**src/rtl/counter_arbiter_pkg.sv**
```systemverilog
// Shared definitions for the counter arbiter: FSM state encoding, watchdog
// sizing and a small helper for index widths.
package counter_arbiter_pkg;

    typedef enum logic [1:0] {
        IDLE = 2'd0,
        LOAD = 2'd1,
        WAIT = 2'd2,
        DONE = 2'd3
    } arb_state_e;

    // Watchdog counter width and the WAIT-cycle count that trips it.
    localparam int WDOG_W     = 6;
    localparam int WDOG_LIMIT = 40;

    // Width of a requester index; at least one bit.
    function automatic int idx_width(input int n);
        return (n > 1) ? $clog2(n) : 1;
    endfunction

endpackage

```
**src/rtl/counter_arbiter_rr_pick.sv**
```systemverilog
// Combinational round-robin picker: finds the first set request bit
// strictly after ptr, wrapping around, so ptr itself has lowest priority.
module counter_arbiter_rr_pick #(
    parameter int NREQ  = 4,
    parameter int IDX_W = 2
) (
    input  logic [NREQ-1:0]  req,
    input  logic [IDX_W-1:0] ptr,
    output logic [NREQ-1:0]  pick,
    output logic [IDX_W-1:0] idx,
    output logic             any
);

    logic [IDX_W:0]   sum_s;
    logic [IDX_W-1:0] pos_s;

    // Walk positions ptr+1 .. ptr+NREQ (mod NREQ) and keep the first hit.
    always_comb begin
        pick  = '0;
        idx   = '0;
        any   = 1'b0;
        sum_s = '0;
        pos_s = '0;
        for (int i = 1; i <= NREQ; i++) begin
            sum_s = {1'b0, ptr} + (IDX_W+1)'(i);
            if (sum_s >= (IDX_W+1)'(NREQ)) begin
                pos_s = IDX_W'(sum_s - (IDX_W+1)'(NREQ));
            end else begin
                pos_s = IDX_W'(sum_s);
            end
            if (!any && req[pos_s]) begin
                pick[pos_s] = 1'b1;
                idx         = pos_s;
                any         = 1'b1;
            end else begin
                any = any;
            end
        end
    end

endmodule

```
**src/rtl/counter_arbiter.sv**
```systemverilog
// Round-robin arbiter sharing one up_counter between NREQ requesters.
// The granted requester's value is loaded, the arbiter waits for the
// terminal flag, pulses done and releases the counter.
// Optional watchdog: define COUNTER_ARB_TIMEOUT_EN to abort a WAIT that
// sees no terminal flag within the limit and raise a sticky err.
module counter_arbiter
    import counter_arbiter_pkg::*;
#(
    parameter int NREQ  = 4,
    parameter int VAL_W = 4
) (
    input  logic                  clk,
    input  logic                  rst_n,
    input  logic [NREQ-1:0]       req,
    input  logic [NREQ*VAL_W-1:0] req_val,
    output logic [NREQ-1:0]       gnt,
    output logic [NREQ-1:0]       done,
    output logic                  busy,
    output logic                  err,
    output logic [VAL_W-1:0]      cnt_val,
    output logic                  cnt_load,
    input  logic                  cnt_r
);

    localparam int IDX_W = idx_width(NREQ);

    arb_state_e       state_r;
    logic [IDX_W-1:0] rr_ptr_r;
    logic [IDX_W-1:0] idx_r;
    logic [NREQ-1:0]  gnt_r;
    logic [NREQ-1:0]  done_r;
    logic             busy_r;
    logic [VAL_W-1:0] cnt_val_r;
    logic             cnt_load_r;

    logic [NREQ-1:0]  pick_s;
    logic [IDX_W-1:0] pick_idx_s;
    logic             pick_any_s;
    logic [VAL_W-1:0] sel_val_s;
    logic             req_held_s;

`ifdef COUNTER_ARB_TIMEOUT_EN
    logic [WDOG_W-1:0] wdog_r;
    logic              err_r;
`endif

    counter_arbiter_rr_pick #(
        .NREQ  (NREQ),
        .IDX_W (IDX_W)
    ) u_pick (
        .req  (req),
        .ptr  (rr_ptr_r),
        .pick (pick_s),
        .idx  (pick_idx_s),
        .any  (pick_any_s)
    );

    // Select the load value belonging to the requester the picker chose.
    always_comb begin
        sel_val_s = '0;
        for (int i = 0; i < NREQ; i++) begin
            if (pick_idx_s == IDX_W'(i)) begin
                sel_val_s = req_val[i*VAL_W +: VAL_W];
            end else begin
                sel_val_s = sel_val_s;
            end
        end
    end

    // The granted requester still holds its request (gnt_r is one-hot).
    assign req_held_s = |(req & gnt_r);

    // Arbitration FSM; every output is a register updated here.
    always_ff @(posedge clk or negedge rst_n) begin
        if (!rst_n) begin
            state_r    <= IDLE;
            rr_ptr_r   <= IDX_W'(NREQ - 1);
            idx_r      <= '0;
            gnt_r      <= '0;
            done_r     <= '0;
            busy_r     <= 1'b0;
            cnt_val_r  <= '0;
            cnt_load_r <= 1'b0;
`ifdef COUNTER_ARB_TIMEOUT_EN
            wdog_r     <= '0;
            err_r      <= 1'b0;
`endif
        end else begin
            case (state_r)
                IDLE: begin
                    done_r <= '0;
                    if (pick_any_s) begin
                        state_r    <= LOAD;
                        idx_r      <= pick_idx_s;
                        gnt_r      <= pick_s;
                        cnt_val_r  <= sel_val_s;
                        cnt_load_r <= 1'b1;
                        busy_r     <= 1'b1;
                    end else begin
                        state_r    <= IDLE;
                        gnt_r      <= '0;
                        cnt_load_r <= 1'b0;
                        busy_r     <= 1'b0;
                    end
                end
                // cnt_r may be stale from the previous count; ignore it here.
                LOAD: begin
                    cnt_load_r <= 1'b0;
                    state_r    <= WAIT;
`ifdef COUNTER_ARB_TIMEOUT_EN
                    wdog_r     <= '0;
`endif
                end
                // Abort takes priority over a simultaneous terminal flag.
                WAIT: begin
                    if (!req_held_s) begin
                        state_r  <= IDLE;
                        gnt_r    <= '0;
                        busy_r   <= 1'b0;
                        rr_ptr_r <= idx_r;
                    end else if (cnt_r) begin
                        state_r <= DONE;
                        done_r  <= gnt_r;
`ifdef COUNTER_ARB_TIMEOUT_EN
                    end else if (wdog_r == WDOG_W'(WDOG_LIMIT - 1)) begin
                        state_r  <= IDLE;
                        gnt_r    <= '0;
                        busy_r   <= 1'b0;
                        rr_ptr_r <= idx_r;
                        err_r    <= 1'b1;
                    end else begin
                        wdog_r <= wdog_r + WDOG_W'(1);
                    end
`else
                    end else begin
                        state_r <= WAIT;
                    end
`endif
                end
                DONE: begin
                    state_r  <= IDLE;
                    done_r   <= '0;
                    gnt_r    <= '0;
                    busy_r   <= 1'b0;
                    rr_ptr_r <= idx_r;
                end
                default: begin
                    state_r    <= IDLE;
                    gnt_r      <= '0;
                    done_r     <= '0;
                    busy_r     <= 1'b0;
                    cnt_load_r <= 1'b0;
                end
            endcase
        end
    end

    assign gnt      = gnt_r;
    assign done     = done_r;
    assign busy     = busy_r;
    assign cnt_val  = cnt_val_r;
    assign cnt_load = cnt_load_r;
`ifdef COUNTER_ARB_TIMEOUT_EN
    assign err      = err_r;
`else
    assign err      = 1'b0;
`endif

endmodule

```
**config.mk**
```make
export PLATFORM = sky130hd
export DESIGN_NAME = counter_arbiter
export DESIGN_NICKNAME = d
export VERILOG_FILES = /design/src/rtl/counter_arbiter_pkg.sv /design/src/rtl/counter_arbiter_rr_pick.sv /design/src/rtl/counter_arbiter.sv
export SDC_FILE = /design/constraint.sdc
export NUM_CORES = 1
export LEC_CHECK = 0
export BUFFER_PORTS_ARGS = -buffer_cell sky130_fd_sc_hd__buf_4
export CAP_MARGIN = 10
export CORE_MARGIN = 2
export CORE_UTILIZATION = 39
export DETAILED_ROUTE_END_ITERATION = 10
export GPL_ROUTABILITY_DRIVEN = 0
export GPL_TIMING_DRIVEN = 1
export PLACE_DENSITY_LB_ADDON = 0.1
export SYNTH_ARGS = -nofsm -noshare
export SYNTH_HDL_FRONTEND = slang
export SYNTH_HIERARCHICAL = 1
export SYNTH_SLANG_ARGS = --single-unit
```
**constraint.sdc**
```tcl
create_clock -name clk -period 2.7 [get_ports clk]
set_input_delay 0.27 -clock clk [delete_from_list [all_inputs] [get_ports clk]]
set_output_delay 0.27 -clock clk [all_outputs]
set_load 0.02 [all_outputs]
```
Word level (Yosys, flattened, before mapping). Index checks and enable logic that the tools add are counted.

Reductions and logical operators: 22. Add/sub/neg operators: 8. $lt $le $gt $ge: 12. Muxes and demuxes: 52. Equal/unequal tests: 9. Bitwise logic cells: 4.

Operators with widths (number): 4-bit 2-to-1 mux (12); 2-bit 2-to-1 mux (10); 1-bit 2-to-1 mux (16); 3-bit >= comparator (second input constant) (4); 2-bit by 3-bit less-than comparator with 1-bit output (second input constant) (4); 4-bit bitwise OR (3); 4-bit one-hot mux with 3 select lines (1); 1-bit binary-select mux with 2-bit select (4); 1-bit demux with 2-bit select (4); 2-bit == test (second input constant) (4); 2-bit by 1-bit >= comparator with 1-bit output (second input constant) (4); 2-bit one-hot mux with 4 select lines (1); 4-bit one-hot mux with 2 select lines (1); 2-bit by 1-bit subtractor with 2-bit output (second input constant) (4); 1-bit logical AND (7); 2-bit by 2-bit adder with 3-bit output (second input constant) (2); 2-bit inequality test (second input constant) (3); 2-bit AND reduction (3); 2-bit nonzero test (3); 4-bit AND (1); 2-bit by 1-bit == test with 1-bit output (second input constant) (2); 2-bit zero test (2); 2-bit one-hot mux with 2 select lines (1); 4-bit OR reduction (1); other kinds (8) (10).

Register bits: 20. Logic and storage cells: 115. Bits of input ports: 23. Output and inout port bits: 15.

Depth between registers and ports, before layout.
Depth after elaboration: 20. Depth in mapped cells: 10.

Hierarchy. Netlist, hierarchy kept.

By module, submodules not included: counter_arbiter (instances 1, seq. area each 503.0 µm², area each 1169.9 µm², cells an instance 97); counter_arbiter_rr_pick (instances 1, seq. area each 0.0 µm², area each 525.5 µm², cells an instance 68).

Least setup slack after synthesis. OpenSTA, ideal clock, no wires.

Path kind: reg2reg. Start: register rr_ptr_r[0]. End: register cnt_val_r[0] (netlist: cnt_val[0]). Setup slack: 0.043 ns. Setup time: 0.125 ns. Cell stages (with the launch flop): 11. Arrival: 2.532 ns. Path buffers: 2. Period minus slack after synthesis: 2.657 ns. Cell sequence: dfstp_2 -> buf_4 -> inv_2 -> ha_1 -> buf_6 -> a21oi_2 -> nor3_1 -> nor2_2 -> o31a_1 -> mux4_1 -> mux2_2.

Word-level cells in the longest chain between the ends: 20. Elaborated cells on any way between the ends: 47. Those cells by class: add/sub (8); order compare (4); eq/ne (3); mux (24); reduce/logical (8).

RTL lines: start: declaration (line counter_arbiter.sv:28) `logic [IDX_W-1:0] rr_ptr_r;`; start signal: assignment (line counter_arbiter.sv:77) `rr_ptr_r <= IDX_W'(NREQ - 1);`; start signal: assignment (line counter_arbiter.sv:120) `rr_ptr_r <= idx_r;`; start signal: assignment (line counter_arbiter.sv:145) `rr_ptr_r <= idx_r;`; 2-bit by 1-bit adder with 3-bit output (line counter_arbiter_rr_pick.sv:25) `sum_s = {1'b0, ptr} + (IDX_W+1)'(i);`; 3-bit >= comparator / 2-bit by 1-bit subtractor with 2-bit output (equally long branches) (line counter_arbiter_rr_pick.sv:26, counter_arbiter_rr_pick.sv:27); 2-bit 2-to-1 mux (line counter_arbiter_rr_pick.sv:26) `if (sum_s >= (IDX_W+1)'(NREQ)) begin`; 1-bit binary-select mux with 2-bit select (line counter_arbiter_rr_pick.sv:31) `if (!any && req[pos_s]) begin`; 1-bit 2-to-1 mux (implied by the code) (line counter_arbiter_rr_pick.sv:31); 1-bit 2-to-1 mux (line counter_arbiter_rr_pick.sv:31); 1-bit zero test (line counter_arbiter_rr_pick.sv:31); 1-bit logical AND (line counter_arbiter_rr_pick.sv:31); [... 3 more ...]; 1-bit 2-to-1 mux (line counter_arbiter_rr_pick.sv:31); 1-bit zero test (line counter_arbiter_rr_pick.sv:31); 1-bit logical AND (line counter_arbiter_rr_pick.sv:31); 2-bit 2-to-1 mux (*) (line counter_arbiter_rr_pick.sv:31); net pick_idx_s[0] (line counter_arbiter.sv:37) `logic [IDX_W-1:0] pick_idx_s;`; 2-bit zero test (line counter_arbiter.sv:62) `if (pick_idx_s == IDX_W'(i)) begin`; 4-bit 2-to-1 mux (3 in a row) (line counter_arbiter.sv:62); 4-bit 2-to-1 mux (*) (line counter_arbiter.sv:62); end signal: assignment (line counter_arbiter.sv:96) `cnt_val_r <= sel_val_s;`; end: declaration (line counter_arbiter.sv:33) `logic [VAL_W-1:0] cnt_val_r;`.

Mark *: on every way through the listed nets, which the timed path passes. The rest lies on a longest branch. The select of a mux whose other input is x is not followed. A chain may end at the register's enable or synchronous reset.

Final worst setup path. Ends and elaborated chain as after synthesis.

==> results.toml <==
[outcome]
status = "completed"

[logic_synthesis]
synth_top_family_by_area = "compound AO/OA/AOI/OAI gates"
synth.area.top_cells = "dfrtp_1, ha_1, mux4_1"
ys_async_sr_fraction_pct = 100
synthCells = 165
synthXorXnorAreaFrac_pct = 0
synth-edff-count = 0
synth_cell_type_count = 48
synthAdderAreaFrac_pct = 9.59
synth_common_cells = "dfrtp_1, ha_1, nand2_1"
muxShareOfSynthArea_pct = 15.9
syn_avg_cell_area_sq_um = 10.3
synth_compound_gate_area_share_pct = 22.4
yosysMostFrequentCell = "dfrtp_1"
yosys.area.top_type = "dfrtp_1"
syn_area_sq_um = 1700
synth_nets = 201
synth_ff_type = "dfrtp_1"
ys_seq_area_share_pct = 29.7
yosys_warnings = 6
synth-seq-cells = 20
synth.top_cell.area_share_pct = 26.6
synthSimpleGateAreaFrac_pct = 16.6

[drt]
drt_iter0_drc = 88
num_vias = 1505
vias_per_cell = 5.83
drc = 0
wire_per_inst_um = 16.2
drt_first_pass_iters = 4
routed_wl_mm = 4.19
ant_nets = 0

[min_path]
hp-start = "cnt_r"
worst_hold_path_type = "in -> reg"
min_to = "state_r[0]$_DFF_PN0_"
hold_path_depth = 3

[global_route]
grt_pass1_wl_mm = 6.67
grt_max_degree = 21
antenna_found_initial = 0
grt_pass1_vias = 1418
grt-ovfl-total = 0
track_usage_pct = 16.7

[power]
switching_share_pct = 43.0
power_leakage_nw = 0.945
total_power_mw = 2.57
p_sw_mw = 1.11
seqPwrFrac_pct = 22.5
power_frac_clock_pct = 11.7
combPwrFrac_pct = 65.8
cellPowerDensity_nw_per_um2 = 1220
p_int_mw = 1.46
ir_drop_uv = 698

[sta]
finalHoldViolations = 0
fmax_mhz = 382
slew_headroom_pct = 62.7
tightest_slew_ps = 559
post-route-min-period_ps = 2620
tns_ps = 0
hold_ws_ps = 303
maxSlewViolCount = 0
fin_crit_sh_pct = 96.9
skew_ps = 6.76
setup_viol = 0

[cts]
cts_sinks = 20
clkSlewWorstSetupHoldPaths_ps = 80
tritoncts = "built"
clockBufferDepth = 2
htree_levels = 1
root_buffer = "clkbuf_8"
cts_buffers = 3
worstSkewPairLatency_ps = 260

[finish]
fin_nets = 245
synthToLayoutAreaGrowth_pct = 24.5
final_layout_size_suffix_gt1_share_pct = 35.1
fin_area_sq_um = 2110
n_fill_cell = 387
post-route-util_pct = 51.7
diodes = 0

[die]
core_area_sq_um = 4090
dieArea_sq_um = 4890
std_cell_rows = 23
die_y_um = 69.9
die_w_um = 69.9
io_pins = 38
start_util_pct = 41.5

[critical_path]
cp-start-kind = "register"
timing.rr.end = "cnt_val[0]$_DFFE_PN0P_"
cp_max_fo = 5
critPathKind = "reg -> reg"
r2r-start = "rr_ptr_r[0]$_DFFE_PN1P_"
endpoint_kind = "register"
rrSetupSlack_ps = 80
required_ps = 2850
r2r_cells = 6
critPathArrivalTime_ps = 2770

[flow_run]
maxCapViolCount = 0

[placed_design]
placed_cell_area_sq_um = 2010
portBuffers = 36
dpl.hpwl_mm = 3.09
[layout by cell type (no fill, tap or decap), drive strengths merged, types with 2 or more instances in the layout]
cell type / instances
nor2b: 2
mux2: 8
a22oi: 6
mux2i: 4
nand2b: 3
o211ai: 4
mux4: 5
a21oi: 5
nand4: 4
dfstp: 2
a22o: 2
a211oi: 6
nand2: 13
o21ai: 13
a221o: 4
nor2: 8
a21boi: 2
clkbuf: 3
a221oi: 2
a31oi: 2
inv: 10
and3b: 5
nand3: 5
buf: 45
ha: 13
dfrtp: 18
nor4bb: 4
[power by group through the flow]
stage,clock network [mW],registers [mW],logic [mW]
floorplan,0,0.675,1.09
global placement,0,0.589,1.57
detailed placement,0,0.595,1.59
CTS,0.310,0.590,1.60
global route,0.324,0.604,1.86
finish,0.302,0.578,1.69
[what timing repair did]
| item | in CTS | in global routing |
|---|---|---|
| setup endpoints to repair | 0 | 4 |
| gates resized for setup | 0 | 7 |
| endpoints found under the hold margin | 18 | 0 |
| hold buffers | 1 | 0 |
| buffers inserted | 0 | 4 |
[sequential cells by signal, summed over array words and instances (netlist names)]
| register | flops |
|---|---|
| done | 4 |
| state_r | 2 |
| cnt_load | 1 |
| cnt_val | 4 |
| gnt | 4 |
| idx_r | 2 |
| rr_ptr_r | 2 |
| busy | 1 |
[stage by stage]
stage	setup WS, ps	std cells
floorplan	43.4	165
global placement	100	249
detailed placement	37.3	249
CTS	33.9	254
global route	-13.7	258
finish	83.1	258
[kinds of logic after synthesis]
kind of cell / after synthesis
compound gates: 49
simple gates: 48
flops: 20
buf+inv: 17
mux: 17
fa+ha+maj: 13
other cells: 1
[worst max-delay path by stage]
stage | startpoint | end | cells past startpoint | slack [ps]
global placement | rr_ptr_r[0]$_DFFE_PN1P_ | cnt_val[3]$_DFFE_PN0P_ | 7 | 100
CTS | rr_ptr_r[1]$_DFFE_PN1P_ | cnt_val[3]$_DFFE_PN0P_ | 8 | 30
detailed placement | rr_ptr_r[1]$_DFFE_PN1P_ | cnt_val[3]$_DFFE_PN0P_ | 8 | 40
global route | rr_ptr_r[0]$_DFFE_PN1P_ | cnt_val[0]$_DFFE_PN0P_ | 6 | -10
finish | rr_ptr_r[0]$_DFFE_PN1P_ | cnt_val[0]$_DFFE_PN0P_ | 6 | 80
floorplan | rr_ptr_r[0]$_DFFE_PN1P_ | cnt_val[0]$_DFFE_PN0P_ | 10 | 40
[final cells by class]
| class | instances | area (sq um) | share of cell area (%) |
|---|---|---|---|
| Clock buffer | 3 | 41.3 | 1.96 |
| Multi-Input combinational cell | 128 | 1080 | 51.4 |
| Clock inverter | 1 | 30.0 | 1.42 |
| Sequential cell | 20 | 503 | 23.8 |
| Tap cell | 50 | 62.6 | 2.96 |
| Inverter | 10 | 37.5 | 1.78 |
| Timing Repair Buffer | 46 | 352 | 16.7 |
[worst max-delay path: stages (launching register included)]
cell and delay (ps):
dfstp_2 570, mux4_2 540, buf_6 150, a21boi_0 120, o31a_2 430, mux4_2 440
mux2_2 270
[layer usage]
metal / wire length [um] / global-route usage [%] / up-vias / share of wire [%]
met3: 212 / 2.31 / 6 / 5.1
met5: 0 / 0 / - / 0
li1: - / - / 710 / -
met4: 53 / 5.56 / 0 / 1.3
met2: 2120 / 28.8 / 56 / 51
met1: 1800 / 21.4 / 733 / 43
No activity file was read; power rests on OpenSTA's default activity.
